<file path="config.mk">
export PLATFORM = sky130hd
export DESIGN_NAME = backtrack_replay
export DESIGN_NICKNAME = d
export VERILOG_FILES = /design/src/rtl/backtrack_replay.sv
export SDC_FILE = /design/constraint.sdc
export NUM_CORES = 1
export LEC_CHECK = 0
export CAP_MARGIN = 15
export CORE_ASPECT_RATIO = 1.75
export CORE_MARGIN = 2
export CORE_UTILIZATION = 55
export DETAILED_ROUTE_END_ITERATION = 6
export PLACE_DENSITY = 0.76
export SYNTH_ARGS = -nofsm -noshare
export SYNTH_HDL_FRONTEND = slang
export SYNTH_SLANG_ARGS = --single-unit
export TNS_END_PERCENT = 10
</file>
<file path="constraint.sdc">
create_clock -name clk -period 2.95 [get_ports clk]
set_input_delay 0.4425 -clock clk [delete_from_list [all_inputs] [get_ports clk]]
set_output_delay 0.4425 -clock clk [all_outputs]
set_load 0.05 [all_outputs]
</file>
<file path="src/rtl/backtrack_replay.sv">
// backtrack_replay: records the live steering command into a small LIFO once
// per sample tick. While backtrack_active is high it plays the recorded
// positions back newest-first, one per tick, then holds the last one.
module backtrack_replay #(
    parameter int DATA_W   = 8,
    parameter int DEPTH    = 16,
    parameter int TICK_DIV = 10000000,
    parameter int CENTER   = 128
) (
    input  logic                    clk,
    input  logic                    rst,
    input  logic [DATA_W-1:0]       pos_in,
    input  logic                    backtrack_active,
    output logic [DATA_W-1:0]       pos_out,
    output logic                    replaying,
    output logic [$clog2(DEPTH):0]  level
);

    // DEPTH is a power of two, so the top pointer wraps on its own.
    localparam int PTR_W = $clog2(DEPTH);
    localparam int LVL_W = $clog2(DEPTH) + 1;
    localparam int CNT_W = (TICK_DIV > 1) ? $clog2(TICK_DIV) : 1;

    localparam logic [CNT_W-1:0]  TICK_MAX = CNT_W'(TICK_DIV - 1);
    localparam logic [LVL_W-1:0]  LVL_FULL = LVL_W'(DEPTH);
    localparam logic [LVL_W-1:0]  LVL_ONE  = LVL_W'(1);
    localparam logic [DATA_W-1:0] CENTER_V = DATA_W'(CENTER);

    typedef enum logic [1:0] {
        ST_RECORD,
        ST_REPLAY,
        ST_HOLD
    } state_t;

    state_t             state_reg;
    state_t             state_next;
    logic [CNT_W-1:0]   cnt_reg;
    logic               prev_reg;
    logic [PTR_W-1:0]   top_reg;
    logic [LVL_W-1:0]   level_reg;
    logic [DATA_W-1:0]  pos_out_reg;
    logic               replaying_reg;

    logic [DATA_W-1:0]  mem [DEPTH];

    logic               tick;
    logic               rise;
    logic               fall;
    logic               do_push;
    logic               do_pop;
    logic [PTR_W-1:0]   pop_addr;

    assign tick     = (cnt_reg == TICK_MAX);
    assign rise     = backtrack_active & ~prev_reg;
    assign fall     = ~backtrack_active & prev_reg;
    // top_reg points at the next free slot; the newest entry sits just below it.
    assign pop_addr = top_reg - PTR_W'(1);

    // Edge detector history for backtrack_active.
    always_ff @(posedge clk) begin
        if (rst) begin
            prev_reg <= 1'b0;
        end else begin
            prev_reg <= backtrack_active;
        end
    end

    // Sample tick divider; restarts on every state change so the first tick
    // in a new state comes a full period after entry.
    always_ff @(posedge clk) begin
        if (rst) begin
            cnt_reg <= '0;
        end else if ((state_next != state_reg) || tick) begin
            cnt_reg <= '0;
        end else begin
            cnt_reg <= cnt_reg + CNT_W'(1);
        end
    end

    // State register.
    always_ff @(posedge clk) begin
        if (rst) begin
            state_reg <= ST_RECORD;
        end else begin
            state_reg <= state_next;
        end
    end

    // Next-state logic and push/pop decisions. Mode changes win over ticks,
    // so the edge that switches state never pushes or pops.
    always_comb begin
        state_next = state_reg;
        do_push    = 1'b0;
        do_pop     = 1'b0;
        case (state_reg)
            ST_RECORD: begin
                if (rise) begin
                    state_next = ST_REPLAY;
                end else if (tick) begin
                    do_push = 1'b1;
                end
            end
            ST_REPLAY: begin
                if (fall) begin
                    state_next = ST_RECORD;
                end else if (level_reg == '0) begin
                    state_next = ST_HOLD;
                end else if (tick) begin
                    do_pop = 1'b1;
                    if (level_reg == LVL_ONE) begin
                        state_next = ST_HOLD;
                    end
                end
            end
            ST_HOLD: begin
                if (fall) begin
                    state_next = ST_RECORD;
                end
            end
            default: begin
                state_next = ST_RECORD;
            end
        endcase
    end

    // History storage write port; contents survive reset, only the
    // pointer and level are cleared.
    always_ff @(posedge clk) begin
        if (!rst && do_push) begin
            mem[top_reg] <= pos_in;
        end
    end

    // Top pointer and fill level; a push into a full buffer overwrites the
    // oldest entry and leaves the level saturated.
    always_ff @(posedge clk) begin
        if (rst) begin
            top_reg   <= '0;
            level_reg <= '0;
        end else if (do_push) begin
            top_reg <= top_reg + PTR_W'(1);
            if (level_reg != LVL_FULL) begin
                level_reg <= level_reg + LVL_ONE;
            end
        end else if (do_pop) begin
            top_reg   <= pop_addr;
            level_reg <= level_reg - LVL_ONE;
        end
    end

    // Servo command register: tracks the live input while recording, takes
    // the popped entry on a replay tick, otherwise holds.
    always_ff @(posedge clk) begin
        if (rst) begin
            pos_out_reg <= CENTER_V;
        end else if (state_reg == ST_RECORD) begin
            pos_out_reg <= pos_in;
        end else if (do_pop) begin
            pos_out_reg <= mem[pop_addr];
        end
    end

    // Replay status flag, updated alongside the state register.
    always_ff @(posedge clk) begin
        if (rst) begin
            replaying_reg <= 1'b0;
        end else begin
            replaying_reg <= (state_next != ST_RECORD);
        end
    end

    assign pos_out   = pos_out_reg;
    assign replaying = replaying_reg;
    assign level     = level_reg;

endmodule

</file>
==> impl_summary.txt, run 1 <==
----------------------------------------------------
[Route]
  Routed WL per cell ... 20.1 um
  Total wire length ... 14.8 mm
  First-pass DRT Iterations ... 4
  Vias after detailed routing ... 4191
  Iter 0 DRT Violations ... 328
  Avg Vias per Cell ... 5.71
  Routed Antenna Nets ... 0
  DRC viols ... 0

[Synth]
  Predominant post-synthesis flop cell ... sky130_fd_sc_hd__edfxtp_1
  Number of distinct standard cells referenced by the synthesized netlist ... 51
  Number of instances in the synthesized netlist ... around 510
  Mean area per synthesized cell ... 14.4 sq um
  Post-synthesis sequential area ratio ... between 60 and 70%
  Yosys synthesis warning count ... 0
  Mapped Nets ... 525
  Netlist area before placement ... 7290 sq um
  Number of flops mapped to enable cells by yosys ... 128
  Register bit count reported by yosys ... ~170
  Cell type with the highest aggregate area in the netlist ... sky130_fd_sc_hd__edfxtp_1
  Cell types occupying the most area after synthesis ... sky130_fd_sc_hd__edfxtp_1 (53%), sky130_fd_sc_hd__dfxtp_1 (12%), sky130_fd_sc_hd__mux4_2 (10%)
  Fraction of post-synthesis cell area in the top cell type by area ... 52.7%
  Synth async-reset ratio ... 0%

[Global route]
  Number of global-route vias before repair ... 4456
  Antenna violations before repair ... 0
  First-pass GRT wire length ... around 24 mm
  Congestion Overflow GR ... 0
  GR Util All Layers ... ~22%
  Pin count of the biggest net entering global routing ... 37

[Power and ir drop]
  Maximum vdd ir drop ... ~0.00043 V
  Logic pwr share ... 3.8%
  Clock network power share ... 43.8%
  Leakage Power ... 2.70 nW
  Total internal power ... 0.00401 W
  Psw ... 0.00102 W
  Part of the total power dissipated in sequential elements ... 52.4%
  Pwr Density ... 595 nW/um^2
  Overall power of the completed layout ... 0.00504 W
  Switching part of the total ... 20.3%

[STA]
  Final setup violation count ... 0
  Portion of the clock cycle consumed by the worst path in the final layout ... approximately nine tenths
  Transition time at the pin with the least slew margin ... 0.723 ns
  Crit path time final ... 2.66 ns
  Max Transition Viols Final ... 0
  Worst slew margin relative to its limit ... approximately half
  Worst Clk Skew ... 0.00446 ns
  Final count of hold timing violations ... 0
  Setup TNS after final layout ... 0 ns
  Max Clk Rate ... 0.376 GHz
  Setup repair after global routing missed its margin ... false

[CTS]
  Max Buffers Root-to-Sink ... 2
  Hold buffer count at cts ... 0
  CTS Root Cell ... sky130_fd_sc_hd__clkbuf_16
  # H-tree levels ... 4
  Clock latency on the worst-skew pair ... roughly 0.42 ns
  Setup bufs post-CTS ... 0
  CTS tree ... done
  Clock-pin slew reported for the worst setup and hold paths after clock tree synthesis ... 0.06 ns
  Clock Sink Count ... 173
  CTS Buf Count ... 17
  Post-cts repair resize count ... 0

[Setup path]
  Highest fanout seen on the critical path ... 8
  Worst EP arrival ... about 2.8 ns
  Number of cells on the worst reg-to-reg path ... 7
  Crit path required time ... 3.07 ns
  Type of the worst setup path ... register to register
  Endpoint class of the critical path ... register
  Critical path launch point type ... register

[Place]
  Routability Congestion ... a little under 0.9
  Count of input and output buffers ... 24
  HPWL Detailed ... roughly 10 mm

[Finish]
  Largest register FFs ... 128
  Fraction of final layout cells sized beyond drive strength 1 ... 20.1%
  Layout area overhead ... 16.0%
  Final #Nets ... 571
  Antenna diode count ... 0

[Hold path]
  Path class of the lowest-slack min-delay path ... register to register
  Cell depth of the worst min-delay path ... 1

[Die]
  Count of pins on the block boundary ... 25
  Die height ... 156 um
  Std-Cell Core Area ... 12900 sq um
  Row Count ... 55
  Width of the chip ... around 90 um
  Die outline area ... 14200 sq um
  Starting utilization of the core area ... around 56%

[Run]
  Number of maximum-capacitance violations ... 0

[Outcome]
  Result of the run ... finished, final reports clean

----------------------------------------------------
## worst max-delay path: stages, from the launching register on
cell and delay, ns:
sky130_fd_sc_hd__dfxtp_1 0.37, sky130_fd_sc_hd__ha_1 0.22, sky130_fd_sc_hd__nand3_2 0.11, sky130_fd_sc_hd__or4_1 0.68, sky130_fd_sc_hd__nor2_1 0.28, sky130_fd_sc_hd__nand2_1 0.22
sky130_fd_sc_hd__nor4_2 0.26, sky130_fd_sc_hd__buf_4 0.22
## cell families after synthesis
logic type	synth area share, %
and+or+nand+nor	11.3
xor gates and xnor gates	3.72
muxes	11.3
DFF	65.0
AOI/OAI and AO/OA	4.20
buffers and inverters	2.95
adders and majority gates	1.54
## cells in the mapped netlist (all sizes together) (3+ instances only)
cell type and count:
nand2 14, edfxtp 128, nor4 5, buf 12
nor2b 10, ha 9, inv 15, a211oi 9
nand2b 6, nand3 19, dfxtp 45, nor4b 5
and3 4, a21oi 20, nor3 18, mux2i 8
nor2 61, nand4 3, mux4 33, xor2 18
xnor2 13, o21ai 12, clkbuf 12
## metal layers
layer / wire [um] / track usage [%] / up-vias
met1: 5270 / 24.1 / 2073
li1: - / - / 1985
met5: 0 / 0 / -
met4: 550 / 9.52 / 0
met2: 8360 / 41.6 / 102
met3: 596 / 5.25 / 31
## metrics by stage
| stage | cell area, sq um | cells | worst slack, ns | hold WS (ns) | util (%) |
|---|---|---|---|---|---|
| 6_report | 8460 | 734 | 0.290 | 0.460 | 65.4 |
| 5_1_grt | 8460 | 734 | 0.0912 | 0.487 | 65.4 |
| 4_1_cts | 8460 | 734 | 0.268 | 0.466 | 65.4 |
| 3_5_place_dp | 7870 | 703 | 0.284 | 0.451 | 60.8 |
| 3_3_place_gp | 7870 | 703 | 0.384 | 0.436 | 60.8 |
| 2_1_floorplan | 7300 | 505 | 0.00385 | 0.426 | - |
## worst paths after layout
check        startpoint          to  slack [ns]
min          cnt_reg[0]  cnt_reg[0]        0.46
max reg2reg  cnt_reg[0]   mem[2][7]        0.29
min reg2reg  cnt_reg[0]  cnt_reg[0]        0.46
max          cnt_reg[0]   mem[2][7]        0.29
## placed cells by master, fill, tap and decap left out, types with 3 or more instances in the layout
cell type	count
sky130_fd_sc_hd__xnor2_1	12
sky130_fd_sc_hd__nor3_1	16
sky130_fd_sc_hd__a21oi_1	20
sky130_fd_sc_hd__nand4_1	3
sky130_fd_sc_hd__edfxtp_1	128
sky130_fd_sc_hd__clkinvlp_4	3
sky130_fd_sc_hd__clkinv_2	3
sky130_fd_sc_hd__bufinv_16	3
sky130_fd_sc_hd__buf_4	27
sky130_fd_sc_hd__nand2_1	14
sky130_fd_sc_hd__nor4_2	4
sky130_fd_sc_hd__xor2_1	18
sky130_fd_sc_hd__inv_6	3
sky130_fd_sc_hd__dfxtp_1	44
sky130_fd_sc_hd__nor2b_1	10
sky130_fd_sc_hd__and3_1	3
sky130_fd_sc_hd__nand2b_1	6
sky130_fd_sc_hd__clkbuf_16	17
sky130_fd_sc_hd__mux2i_1	8
sky130_fd_sc_hd__a211oi_1	8
sky130_fd_sc_hd__inv_1	15
sky130_fd_sc_hd__nor4b_1	5
sky130_fd_sc_hd__nor2_1	61
sky130_fd_sc_hd__mux4_2	33
sky130_fd_sc_hd__nand3_1	17
sky130_fd_sc_hd__o21ai_0	12
sky130_fd_sc_hd__clkdlybuf4s50_1	24
sky130_fd_sc_hd__ha_1	9
## power groups by stage
stage               combinational [W]  clock, W  sequential, W
floorplan                   0.0000689         0        0.00273
global placement             0.000188         0        0.00269
detailed placement           0.000192         0        0.00269
CTS                          0.000193   0.00224        0.00264
global route                 0.000209   0.00234        0.00264
finish                       0.000191   0.00221        0.00264
## final cells by class
cell class                 instances  area, sq um
inverter                          15         56.3
fill                             939         4470
sequential                       173         4750
tap                              171          214
multi-input combinational        291         2370
clock buffer                      17          425
clock inverter                    14          168
timing repair buffer              53          483
No activity file was read; power rests on OpenSTA's default activity.
==> inputs of run 2 (changes only) <==
Settings changed: CAP_MARGIN 15 to not set.
==> results of run 2 <==
No change in the layout: final DEF, timing and power equal those of run 1.
